**config.mk**
```make
export PLATFORM = sky130hd
export DESIGN_NAME = fifo_param
export DESIGN_NICKNAME = d
export VERILOG_FILES = /design/src/rtl/fifo_pkg.sv /design/src/rtl/fifo_ptr.sv /design/src/rtl/fifo_param.sv
export SDC_FILE = /design/constraint.sdc
export NUM_CORES = 1
export LEC_CHECK = 0
export BUFFER_PORTS_ARGS = -buffer_cell sky130_fd_sc_hd__buf_4
export CAP_MARGIN = 30
export CORE_UTILIZATION = 60
export CTS_CLUSTER_SIZE = 8
export DETAILED_ROUTE_END_ITERATION = 12
export PLACE_DENSITY_LB_ADDON = 0.2
export SYNTH_ARGS = -nofsm -noshare
export SYNTH_HDL_FRONTEND = slang
export SYNTH_HIERARCHICAL = 1
export SYNTH_SLANG_ARGS = --single-unit
```
**constraint.sdc**
```tcl
create_clock -name clk -period 10.7 [get_ports clk]
set_input_delay 1.07 -clock clk [delete_from_list [all_inputs] [get_ports clk]]
set_output_delay 1.07 -clock clk [all_outputs]
set_load 0.005 [all_outputs]
```
**src/rtl/fifo_pkg.sv**
```systemverilog
// Shared types and helpers for the parametrised FIFO (fifo_param, fifo_ptr).
// FIFO_REG_OUT_EN (in fifo_param) selects registered read data over show-ahead.
package fifo_pkg;

  typedef struct packed {
    logic full;
    logic empty;
    logic afull;
    logic aempty;
    logic ovf;
    logic udf;
  } fifo_flags_t;

  function automatic int unsigned ocp_width(input int unsigned depth);
    return $clog2(depth + 1);
  endfunction

  function automatic int unsigned ptr_width(input int unsigned depth);
    return (depth > 1) ? $clog2(depth) : 1;
  endfunction

  // Explicit wrap so non-power-of-two depths index correctly.
  function automatic int unsigned ptr_inc(input int unsigned ptr, input int unsigned depth);
    return (ptr >= depth - 1) ? 0 : ptr + 1;
  endfunction

endpackage

```
**src/rtl/fifo_ptr.sv**
```systemverilog
// Wrap-around pointer register (0..DEPTH-1) with increment and synchronous clear.
module fifo_ptr
  import fifo_pkg::*;
#(
  parameter int unsigned DEPTH = 4,
  localparam int unsigned PW = ptr_width(DEPTH)
) (
  input  logic          clk,
  input  logic          rst,
  input  logic          clr,
  input  logic          inc,
  output logic [PW-1:0] ptr
);

  always_ff @(posedge clk or posedge rst) begin
    if (rst)      ptr <= '0;
    else if (clr) ptr <= '0;
    else if (inc) ptr <= PW'(ptr_inc(32'(ptr), DEPTH));
  end

endmodule

```
**src/rtl/fifo_param.sv**
```systemverilog
// Parametrised FIFO with occupancy, threshold flags, sticky error flags and flush.
// Define FIFO_REG_OUT_EN for registered read data; default is show-ahead.
module fifo_param
  import fifo_pkg::*;
#(
  parameter int unsigned DW       = 32,
  parameter int unsigned DEPTH    = 4,
  parameter int unsigned AF_LEVEL = DEPTH - 1,
  parameter int unsigned AE_LEVEL = 1,
  localparam int unsigned OW = ocp_width(DEPTH)
) (
  input  logic          clk,
  input  logic          rst,
  input  logic          clr,
  input  logic          push,
  input  logic          pop,
  input  logic [DW-1:0] dat_in,
  output logic [DW-1:0] dat_out,
  output logic          is_full,
  output logic          is_empty,
  output logic          almost_full,
  output logic          almost_empty,
  output logic [OW-1:0] ocp,
  output logic          overflow,
  output logic          underflow
);

  localparam int unsigned PW = ptr_width(DEPTH);
  localparam logic [OW-1:0] OCP_FULL = OW'(DEPTH);
  localparam logic [OW-1:0] AF_L     = OW'(AF_LEVEL);
  localparam logic [OW-1:0] AE_L     = OW'(AE_LEVEL);

  logic [DW-1:0] mem [DEPTH];
  logic [PW-1:0] wr_ptr;
  logic [PW-1:0] rd_ptr;
  logic          push_ok;
  logic          pop_ok;

  assign is_full      = (ocp == OCP_FULL);
  assign is_empty     = (ocp == '0);
  assign almost_full  = (ocp >= AF_L);
  assign almost_empty = (ocp <= AE_L);

  always_comb begin
    pop_ok  = pop & ~is_empty;
    push_ok = push & (~is_full | pop_ok);
  end

  fifo_ptr #(.DEPTH(DEPTH)) u_wr_ptr (
    .clk (clk),
    .rst (rst),
    .clr (clr),
    .inc (push_ok),
    .ptr (wr_ptr)
  );

  fifo_ptr #(.DEPTH(DEPTH)) u_rd_ptr (
    .clk (clk),
    .rst (rst),
    .clr (clr),
    .inc (pop_ok),
    .ptr (rd_ptr)
  );

  always_ff @(posedge clk) begin
    if (push_ok && !clr) mem[wr_ptr] <= dat_in;
  end

  always_ff @(posedge clk or posedge rst) begin
    if (rst) begin
      ocp <= '0;
    end else if (clr) begin
      ocp <= '0;
    end else begin
      case ({push_ok, pop_ok})
        2'b10:   ocp <= ocp + OW'(1);
        2'b01:   ocp <= ocp - OW'(1);
        default: ocp <= ocp;
      endcase
    end
  end

  always_ff @(posedge clk or posedge rst) begin
    if (rst) begin
      overflow  <= 1'b0;
      underflow <= 1'b0;
    end else if (clr) begin
      overflow  <= 1'b0;
      underflow <= 1'b0;
    end else begin
      if (push && !push_ok) overflow  <= 1'b1;
      if (pop && !pop_ok)   underflow <= 1'b1;
    end
  end

`ifdef FIFO_REG_OUT_EN
  always_ff @(posedge clk or posedge rst) begin
    if (rst)         dat_out <= '0;
    else if (clr)    dat_out <= '0;
    else if (pop_ok) dat_out <= mem[rd_ptr];
  end
`else
  assign dat_out = mem[rd_ptr];
`endif

endmodule

```
==> run summary, run 1 <==
first-pass GRT wire length: 13800 um
PortBufs: 77
DP Cell Count: 422
final setup TNS: 0 ns
Layout Nets: 380
drt wl/cell: 20.3 um
synth top area cells: edfxtp_1 (73%), mux4_2 (14%), dfrtp_1 (4.3%)
CTS H-tree lvls: 4
core area: 8340 um2
flops & latches, synth: 137
die height: 95.7 um
Vias/cell: 5.81
crit path kind: reg -> out
Final Cell Area: 6620 um2
share of cells above drive strength 1: 44.4%
Num CTS Buffers: 17
DRT met1 WL: 3820 um
number of synthesized flops with an enable pin: 128
critical path arrival: 2.35 ns
Syn Inst Count: 241
power per cell area: 225 nW/um2
DP Area: 6010 um2
CTS Hold Bufs: 0
Fin. Hold Viols: 0
DIE WIDTH: 95.7 um
non-filler cells, final: 454
post-layout util: 79.4%
top-count cell post-synth: edfxtp_1
final setup fails: 0
Startpoint Class: flip-flop
Post-Syn Area per Cell: 21.9 um2
HPWL after DPL: 5640 um
CTS Buffer Depth: 2
CP Data Required Time: 9.63 ns
routability cong.: 0.763
ANT nets after route: 0
drt pass-1 iters: 4
synthesized area: 5270 um2
routed wl met3: 541 um
vias in the first global route: 2668
max-cap violations: 0
Tcrit/Tclk final: 32.0%
post-route minimum period: 3.42 ns
Post-CTS Resized: 0
Yosys warning total: 6
fraction of registers with async set/reset: 6.57%
CP max FO: 22
Slew @ Worst Pin: 0.565 ns
die area: 9160 um2
Synth cell types: 34
vias: 2636
clock slew at reported path FFs: 0.06 ns
DR iter-0 viols: 146
P&R area growth vs syn: 25.7%
post-synthesis sequential area ratio: 77.2%
CTS tree: built
post-CTS setup buffers: 0
top routing layer in use: met4
initial antenna violation count: 0
HP Class: in -> async
Post-synth top cells: edfxtp_1 (128), mux4_2 (32), inv_1 (11)
Leakage: 2.36 nW
drt total wl: 9210 um
area leader, netlist: edfxtp_1
grt ovf: 0
worst vdd ir: 0.159 mV
Clk Latency, worst-skew pair: 0.50 ns
pin count of the biggest net entering global routing: 27
DRC Markers: 0
I/O pins: 78
syn_nets: 285
Ant. Diodes: 0
Slew HR: 62.1%
Final Max Slew Viols: 0
Starting Density: 63.2%
root buffer cell: clkbuf_8
RSZ-0062 raised after global routing: false
run status: complete, no violations
GR Util All Layers: 22.1%
TritonCTS Sinks: 137
Yosys top cell area share: 72.9%
critical path endpoint category: output port
Layout Skew: 0.00841 ns
# rows: 33
max frequency: 292 MHz
Tot Pwr: 1.49 mW
WL met2: 4800 um
main flop type after synthesis: edfxtp_1
## sequential cells by signal, summed over array words and instances (netlist names)
register      flops
u_rd_ptr/ptr      2
ocp               3
mem             128
overflow          1
u_wr_ptr/ptr      2
underflow         1
## per-stage QoR
stage / setup WS, ns / hold slack [ns]
3_3_place_gp: 7.62 / 0.504
4_1_cts: 7.19 / 0.416
5_1_grt: 7.09 / 0.423
6_report: 7.28 / 0.437
2_1_floorplan: 6.31 / 0.486
3_5_place_dp: 7.58 / 0.493
## logic make-up after synthesis
kind of cell,Yosys count,share of synthesized area [%]
AOI/OAI and AO/OA,13,1.83
adders and majority gates,7,1.66
buffers and inverters,20,1.80
and+or+nand+nor,29,3.25
DFF,137,77.2
muxes,35,14.3
## placed cells by master (no fill, tap or decap), types with 7 or more instances in the layout
cell type,instances
inv_1,11
dfrtp_1,8
ha_1,7
edfxtp_1,128
buf_4,85
clkbuf_16,16
nor2_1,9
mux4_2,32
## worst paths after layout
check,startpoint,endpoint,slack (ns),cells after the start
min in group clk,overflow,overflow,0.52,2
worst max-delay path,u_rd_ptr/ptr[0],dat_out[31],7.28,3
max in group asynchronous,rst,underflow,10.03,2
worst max register to register,ocp[0],mem[3][1],7.94,6
worst min register to register,overflow,overflow,0.52,2
worst min-delay path,rst,u_wr_ptr/ptr[0],0.44,2
## critical path, stage by stage, from the launching register on
cell,delay [ns]
dfrtp_2,0.63
buf_4,0.48
mux4_2,0.59
buf_4,0.16
## area by class of cell
cell class                      instances  area, um2
Tap cell                              105        131
Clock buffer                           19        422
Sequential cell                       137       4070
Clock inverter                         13        194
Timing Repair Buffer                   85        638
Fill cell                             451       1720
Multi-Input combinational cell         84       1130
Inverter                               11       41.3
## metal layers
layer,track usage [%],vias to the layer above
met5,0,-
met4,7.71,0
met3,6.56,7
met2,36.7,85
met1,28.1,1364
li1,-,1180
## where the power goes
group | leakage, nW | total (mW) | internal, mW | switching (mW)
logic | 0.790 | 0.258 | 0.151 | 0.108
clock network | 0.286 | 0.596 | 0.381 | 0.215
registers | 1.28 | 0.635 | 0.612 | 0.0231
No activity file was read; power rests on OpenSTA's default activity.
==> run 2: changes to the inputs <==
--- a/config.mk
+++ b/config.mk
@@ -7,7 +7,7 @@
 export LEC_CHECK = 0
 export BUFFER_PORTS_ARGS = -buffer_cell sky130_fd_sc_hd__buf_4
 export CAP_MARGIN = 30
-export CORE_UTILIZATION = 60
+export CORE_UTILIZATION = 56
 export CTS_CLUSTER_SIZE = 8
 export DETAILED_ROUTE_END_ITERATION = 12
 export PLACE_DENSITY_LB_ADDON = 0.2
==> constraint.sdc (replaced) <==
create_clock -name clk -period 3.15 [get_ports clk]
set_input_delay 0.315 -clock clk [delete_from_list [all_inputs] [get_ports clk]]
set_output_delay 0.315 -clock clk [all_outputs]
set_load 0.005 [all_outputs]
==> run summary, run 2 (synthesized netlist as in run 1, its figures left out) <==
run status: complete, no violations (unchanged)
Layout Skew: 0.00686 ns (was 0.00841 ns)
hold depth: 2
Crit path depth: 3 (unchanged)
die height: 99.0 um (was 95.7 um)
power per cell area: 713 nW/um2 (was 225 nW/um2)
root buffer cell: clkbuf_8 (unchanged)
ANT nets after route: 0 (unchanged)
share of cells above drive strength 1: 41.6% (was 44.4%)
Comb power frac: 18.6% (was 17.3%)
WP buf/inv: 2 (unchanged)
NetSw: 1.20 mW (was 0.346 mW)
register-to-register setup slack: 0.78 ns (was 7.94 ns)
critical path endpoint category: output port (unchanged)
drt wl/cell: 19.1 um (was 20.3 um)
I/O pins: 78 (unchanged)
max frequency: 372 MHz
worst vdd ir: 0.451 mV (was 0.159 mV)
pin count of the biggest net entering global routing: 26 (was 27)
Num CTS Buffers: 17 (unchanged)
Vias/cell: 5.56 (was 5.81)
vias: 2756 (was 2636)
die area: 9800 um2 (was 9160 um2)
most frequent cells in the layout: edfxtp_1 (128), buf_4 (87), dlygate4sd3_1 (33) (was edfxtp_1 (128), buf_4 (85), mux4_2 (32))
P_int: 3.75 mW (was 1.14 mW)
Post-CTS Resized: 0 (unchanged)
first-pass GRT wire length: 14600 um (was 13800 um)
max-cap violations: 0 (unchanged)
DIE WIDTH: 99.0 um (was 95.7 um)
crit path max-delay cell type: dfrtp_2 (unchanged)
DRC Markers: 0 (unchanged)
Starting Density: 57.3% (was 63.2%)
GR Util All Layers: 21.2% (was 22.1%)
routability cong.: 0.816 (was 0.763)
HP Start: clr
CP Data Required Time: 2.83 ns (was 9.63 ns)
r2r endpoint: mem[0][4] (was mem[3][1])
biggest regs: mem (128), ocp (3) (unchanged)
critical path arrival: 2.37 ns (was 2.35 ns)
Leakage: 2.49 nW (was 2.36 nW)
Most flops, register: mem (unchanged)
Tot Pwr: 4.95 mW (was 1.49 mW)
core area: 9200 um2 (was 8340 um2)
worst slack at placement: 0.797 ns (was 7.58 ns)
switch share: 24.3% (was 23.2%)
HP Class: in -> reg (was in -> async)
most common cell after layout, fill and taps aside: edfxtp_1 (unchanged)
HPWL after DPL: 5480 um (was 5640 um)
Layout Nets: 416 (was 380)
register share of total power: 43.9% (was 42.6%)
Largest register FFs: 128 (unchanged)
post-CTS setup buffers: 0 (unchanged)
CTS Hold Bufs: 33 (was 0)
DR iter-0 viols: 106 (was 146)
Clk Latency, worst-skew pair: 0.52 ns (was 0.50 ns)
Tcrit/Tclk final: 85.3%
Fin. Hold Viols: 0 (unchanged)
Final Max Slew Viols: 0 (unchanged)
post-layout util: 75.6% (was 79.4%)
RR Startpoint: ocp[0] (unchanged)
Crit path largest cell delay: 0.74 ns (was 0.63 ns)
cells on worst reg2reg path: 6 (unchanged)
Slew @ Worst Pin: 0.698 ns (was 0.565 ns)
Ant. Diodes: 0 (unchanged)
Hold Path End: u_rd_ptr/ptr[0]
post-route minimum period: 2.69 ns
crit path cell chain: buf_4 > mux4_2 > buf_4 (unchanged)
Slew HR: 53.4% (was 62.1%)
CP max FO: 18 (was 22)
clock slew at reported path FFs: 0.06 ns (about the same)
crit-path leading delay family: flip-flops (was buffers and inverters)
TritonCTS Sinks: 137 (unchanged)
most used cell, CP: buf_4 (unchanged)
final setup fails: 0 (unchanged)
PortBufs: 77 (unchanged)
CTS tree: built (unchanged)
grt ovf: 0 (unchanged)
vias in the first global route: 2854 (was 2668)
clock power share: 37.5% (was 40.0%)
CTS H-tree lvls: 4 (unchanged)
Startpoint Class: flip-flop (unchanged)
crit path kind: reg -> out (unchanged)
# rows: 35 (was 33)
drt total wl: 9490 um (was 9210 um)
RSZ-0062 raised after global routing: false (unchanged)
worst hold slack: 0.0390 ns (was 0.437 ns)
CTS Buffer Depth: 2 (unchanged)
drt pass-1 iters: 4 (unchanged)
initial antenna violation count: 0 (unchanged)
P&R area growth vs syn: 31.8% (was 25.7%)
final setup margin: 0.463 ns (was 7.28 ns)
Filler cells: 546 (was 451)
## run 2: cell count changes in the layout (fill, tap and decap cells not counted)
cell           delta
clkinv_4          +1
bufinv_16         -2
inv_6             -2
clkinvlp_4        +1
buf_12            +1
clkinv_2          +4
clkbuf_1          -2
buf_4             +2
dlygate4sd3_1    +33
## run 2: worst register-to-register path, cell delays in order, from the launching register on
cell and delay [ns]:
dfrtp_1 0.42, inv_1 0.13, ha_1 0.30, and3b_1 0.22, or3b_4 0.42, nor3_2 0.14, buf_4 0.38
## run 2: layout make-up
| type | instances | area (um2) | share of cell area (%) |
|---|---|---|---|
| clock buffer | 17 | 414 | 5.96 |
| clock inverter | 15 | 153 | 2.20 |
| inverter | 11 | 41.3 | 0.594 |
| multi-input combinational | 84 | 1130 | 16.2 |
| sequential | 137 | 4070 | 58.6 |
| tap | 111 | 139 | 2.00 |
| timing repair buffer | 121 | 1000 | 14.4 |
## run 2: power groups by stage
| stage | Clock (mW) | Sequential [mW] | Combinational, mW |
|---|---|---|---|
| after floorplan | 0 | 2.15 | 0.545 |
| after global placement | 0 | 2.21 | 0.871 |
| after detailed placement | 0 | 2.21 | 0.886 |
| after CTS | 1.89 | 2.17 | 0.925 |
| after global routing | 1.97 | 2.19 | 0.995 |
| final | 1.86 | 2.17 | 0.923 |
## run 2: worst max-delay path by stage
stage,startpoint,end
floorplan,ocp[0],mem[2][0]
global placement,ocp[0],mem[0][6]
global route,u_rd_ptr/ptr[0],dat_out[30]
detailed placement,ocp[0],mem[0][2]
CTS,u_rd_ptr/ptr[0],dat_out[30]
finish,u_rd_ptr/ptr[0],dat_out[22]
## run 2: stage by stage
stage	cell area [um2]	setup TNS [ns]	std cells
floorplan	5270	-112.04	241
global placement	6050	0	431
detailed placement	6050	0	431
CTS	6950	0	496
global route	6950	0	496
finish	6950	0	496
## run 2: layer usage
metal | part of all wire [%] | track usage [%] | vias to the layer above | routed length, um
met5 | 0 | 0 | - | 0
li1 | - | - | 1252 | -
met3 | 5.6 | 8.58 | 14 | 532
met2 | 52 | 34.5 | 103 | 4910
met1 | 41 | 25.3 | 1387 | 3900
met4 | 1.5 | 8.38 | 0 | 146
==> run 3: changes to the inputs <==
--- a/config.mk
+++ b/config.mk
@@ -10,6 +10,7 @@
 export CORE_UTILIZATION = 56
 export CTS_CLUSTER_SIZE = 8
 export DETAILED_ROUTE_END_ITERATION = 12
+export GPL_TIMING_DRIVEN = 0
 export PLACE_DENSITY_LB_ADDON = 0.2
 export SYNTH_ARGS = -nofsm -noshare
 export SYNTH_HDL_FRONTEND = slang
==> run summary, run 3 (synthesized netlist as in run 1, its figures left out) <==
Num CTS Buffers: 17 (unchanged)
max frequency: 364 MHz (was 372 MHz)
initial antenna violation count: 0 (unchanged)
pin count of the biggest net entering global routing: 17 (was 26)
register-to-register setup slack: 0.40 ns (was 0.78 ns)
max-cap violations: 0 (unchanged)
Final Cell Area: 7080 um2 (was 6950 um2)
final setup TNS: 0 ns (unchanged)
TritonCTS Sinks: 137 (unchanged)
Startpoint Class: flip-flop (unchanged)
drt total wl: 9670 um (was 9490 um)
drt pass-1 iters: 4 (unchanged)
Slew @ Worst Pin: 0.646 ns (was 0.698 ns)
Slew HR: 56.7% (was 53.4%)
die height: 99.0 um (unchanged)
DRC Markers: 0 (unchanged)
first-pass GRT wire length: 15000 um (was 14600 um)
GR peak layer: met2 (unchanged)
CTS H-tree lvls: 4 (unchanged)
# rows: 35 (unchanged)
Ant. Diodes: 0 (unchanged)
Tcrit/Tclk final: 87.2% (was 85.3%)
Layout Nets: 426 (was 416)
I/O pins: 78 (unchanged)
NetSw: 1.21 mW (was 1.20 mW)
M2 GR Usage: 35.8% (was 34.5%)
Tot Pwr: 5.07 mW (was 4.95 mW)
drt wl/cell: 19.2 um (was 19.1 um)
CP max FO: 10 (was 18)
switch share: 23.9% (was 24.3%)
RSZ-0062 raised after global routing: false (unchanged)
run status: complete, no violations (unchanged)
worst slack at placement: 0.102 ns (was 0.797 ns)
final setup fails: 0 (unchanged)
crit path launch: ocp[0] (was u_rd_ptr/ptr[0])
DIE WIDTH: 99.0 um (unchanged)
vias in the first global route: 2833 (was 2854)
CP Data Required Time: 3.38 ns (was 2.83 ns)
grt ovf: 0 (unchanged)
PortBufs: 77 (unchanged)
P&R area growth vs syn: 34.3% (was 31.8%)
power per cell area: 716 nW/um2 (was 713 nW/um2)
M3 GR Usage: 5.74% (was 8.58%)
root buffer cell: clkbuf_8 (unchanged)
biggest regs: mem (128), ocp (3) (unchanged)
Layout Skew: 0.0157 ns (was 0.00686 ns)
Starting Density: 57.3% (unchanged)
routability cong.: 0.778 (was 0.816)
clock slew at reported path FFs: 0.06 ns (about the same)
post-CTS setup buffers: 0 (unchanged)
GRT met1 Usage: 26.9% (was 25.3%)
clock power share: 38.4% (was 37.5%)
CTS tree: built (unchanged)
Final Max Slew Viols: 0 (unchanged)
final setup margin: 0.403 ns (was 0.463 ns)
die area: 9800 um2 (unchanged)
crit path kind: reg -> reg (was reg -> out)
Largest register FFs: 128 (unchanged)
most frequent cells in the layout: edfxtp_1 (128), buf_4 (80), mux4_2 (32), dlygate4sd3_1 (32), clkbuf_16 (16) (was edfxtp_1 (128), buf_4 (87), dlygate4sd3_1 (33))
Fin. Hold Viols: 0 (unchanged)
ANT nets after route: 0 (unchanged)
HP Start: dat_in[28] (was clr)
CTS Buffer Depth: 2 (unchanged)
worst vdd ir: 0.473 mV (was 0.451 mV)
Clk Latency, worst-skew pair: 0.51 ns (was 0.52 ns)
most common cell after layout, fill and taps aside: edfxtp_1 (unchanged)
register share of total power: 41.9% (was 43.9%)
P_int: 3.86 mW (was 3.75 mW)
DR iter-0 viols: 123 (was 106)
critical path endpoint category: flip-flop (was output port)
DP Area: 6170 um2 (was 6050 um2)
Leakage: 2.56 nW (was 2.49 nW)
vias: 2775 (was 2756)
critical path arrival: 2.97 ns (was 2.37 ns)
post-route minimum period: 2.75 ns (was 2.69 ns)
share of cells above drive strength 1: 41.6% (about the same)
Vias/cell: 5.50 (was 5.56)
Comb power frac: 19.7% (was 18.6%)
RR Startpoint: ocp[0] (unchanged)
HPWL after DPL: 6100 um (was 5480 um)
Most flops, register: mem (unchanged)
core area: 9200 um2 (unchanged)
GR Util All Layers: 21.5% (was 21.2%)
HP Class: in -> reg (unchanged)
==> run 3: layer usage <==
metal,part of all wire [%],up-vias,wire length (um)
met5,0,-,0
met4,1.5,0,144
met3,4.4,13,430
met2,52,90,5010
met1,42,1398,4080
li1,-,1274,-
==> run 3: cell type report <==
class                      instances  area [um2]
inverter                          11        41.3
tap                              111         139
clock buffer                      18         418
timing repair buffer             122        1060
buffer                             9        53.8
clock inverter                    13         170
multi-input combinational         84        1130
fill                             502        2120
sequential                       137        4070
==> run 3: worst paths after layout <==
check                                   to  cells past startpoint
setup / recovery                mem[0][26]                      8
max in group asynchronous           ocp[2]                      3
hold reg to reg                   overflow                      2
hold / removal                  mem[3][28]                      1
min in group asynchronous  u_wr_ptr/ptr[1]                      3
setup reg to reg                mem[0][26]                      8
==> run 3: critical path: stages (launching register included) <==
cell,delay [ns]
dfrtp_1,0.41
inv_1,0.12
ha_1,0.30
and3b_1,0.23
or3b_4,0.42
nor3_4,0.43
buf_6,0.22
buf_6,0.16
buf_8,0.16
==> run 3: timing repair <==
action | in CTS | in global routing
setup endpoints to repair | 0 | 10
endpoints found under the hold margin | 133 | 0
resized for setup | 0 | 1
hold buffers | 32 | 0
==> run 3: stage by stage <==
step                      std cells  hold WS, ns  utilization [%]
final                           505       0.0243             77.0
after global routing            505       0.0123             77.0
after CTS                       505      0.00682             76.9
after detailed placement        442        0.198             67.0
after global placement          429        0.197             65.1
after floorplan                 241       0.0562                -
==> run 3: power groups by stage <==
stage | clock network (mW) | registers (mW) | logic [mW]
after floorplan | 0 | 2.15 | 0.545
after CTS | 1.98 | 2.12 | 1.01
after global placement | 0 | 2.16 | 0.925
after global routing | 2.06 | 2.13 | 1.08
final | 1.95 | 2.12 | 0.997
after detailed placement | 0 | 2.16 | 0.964
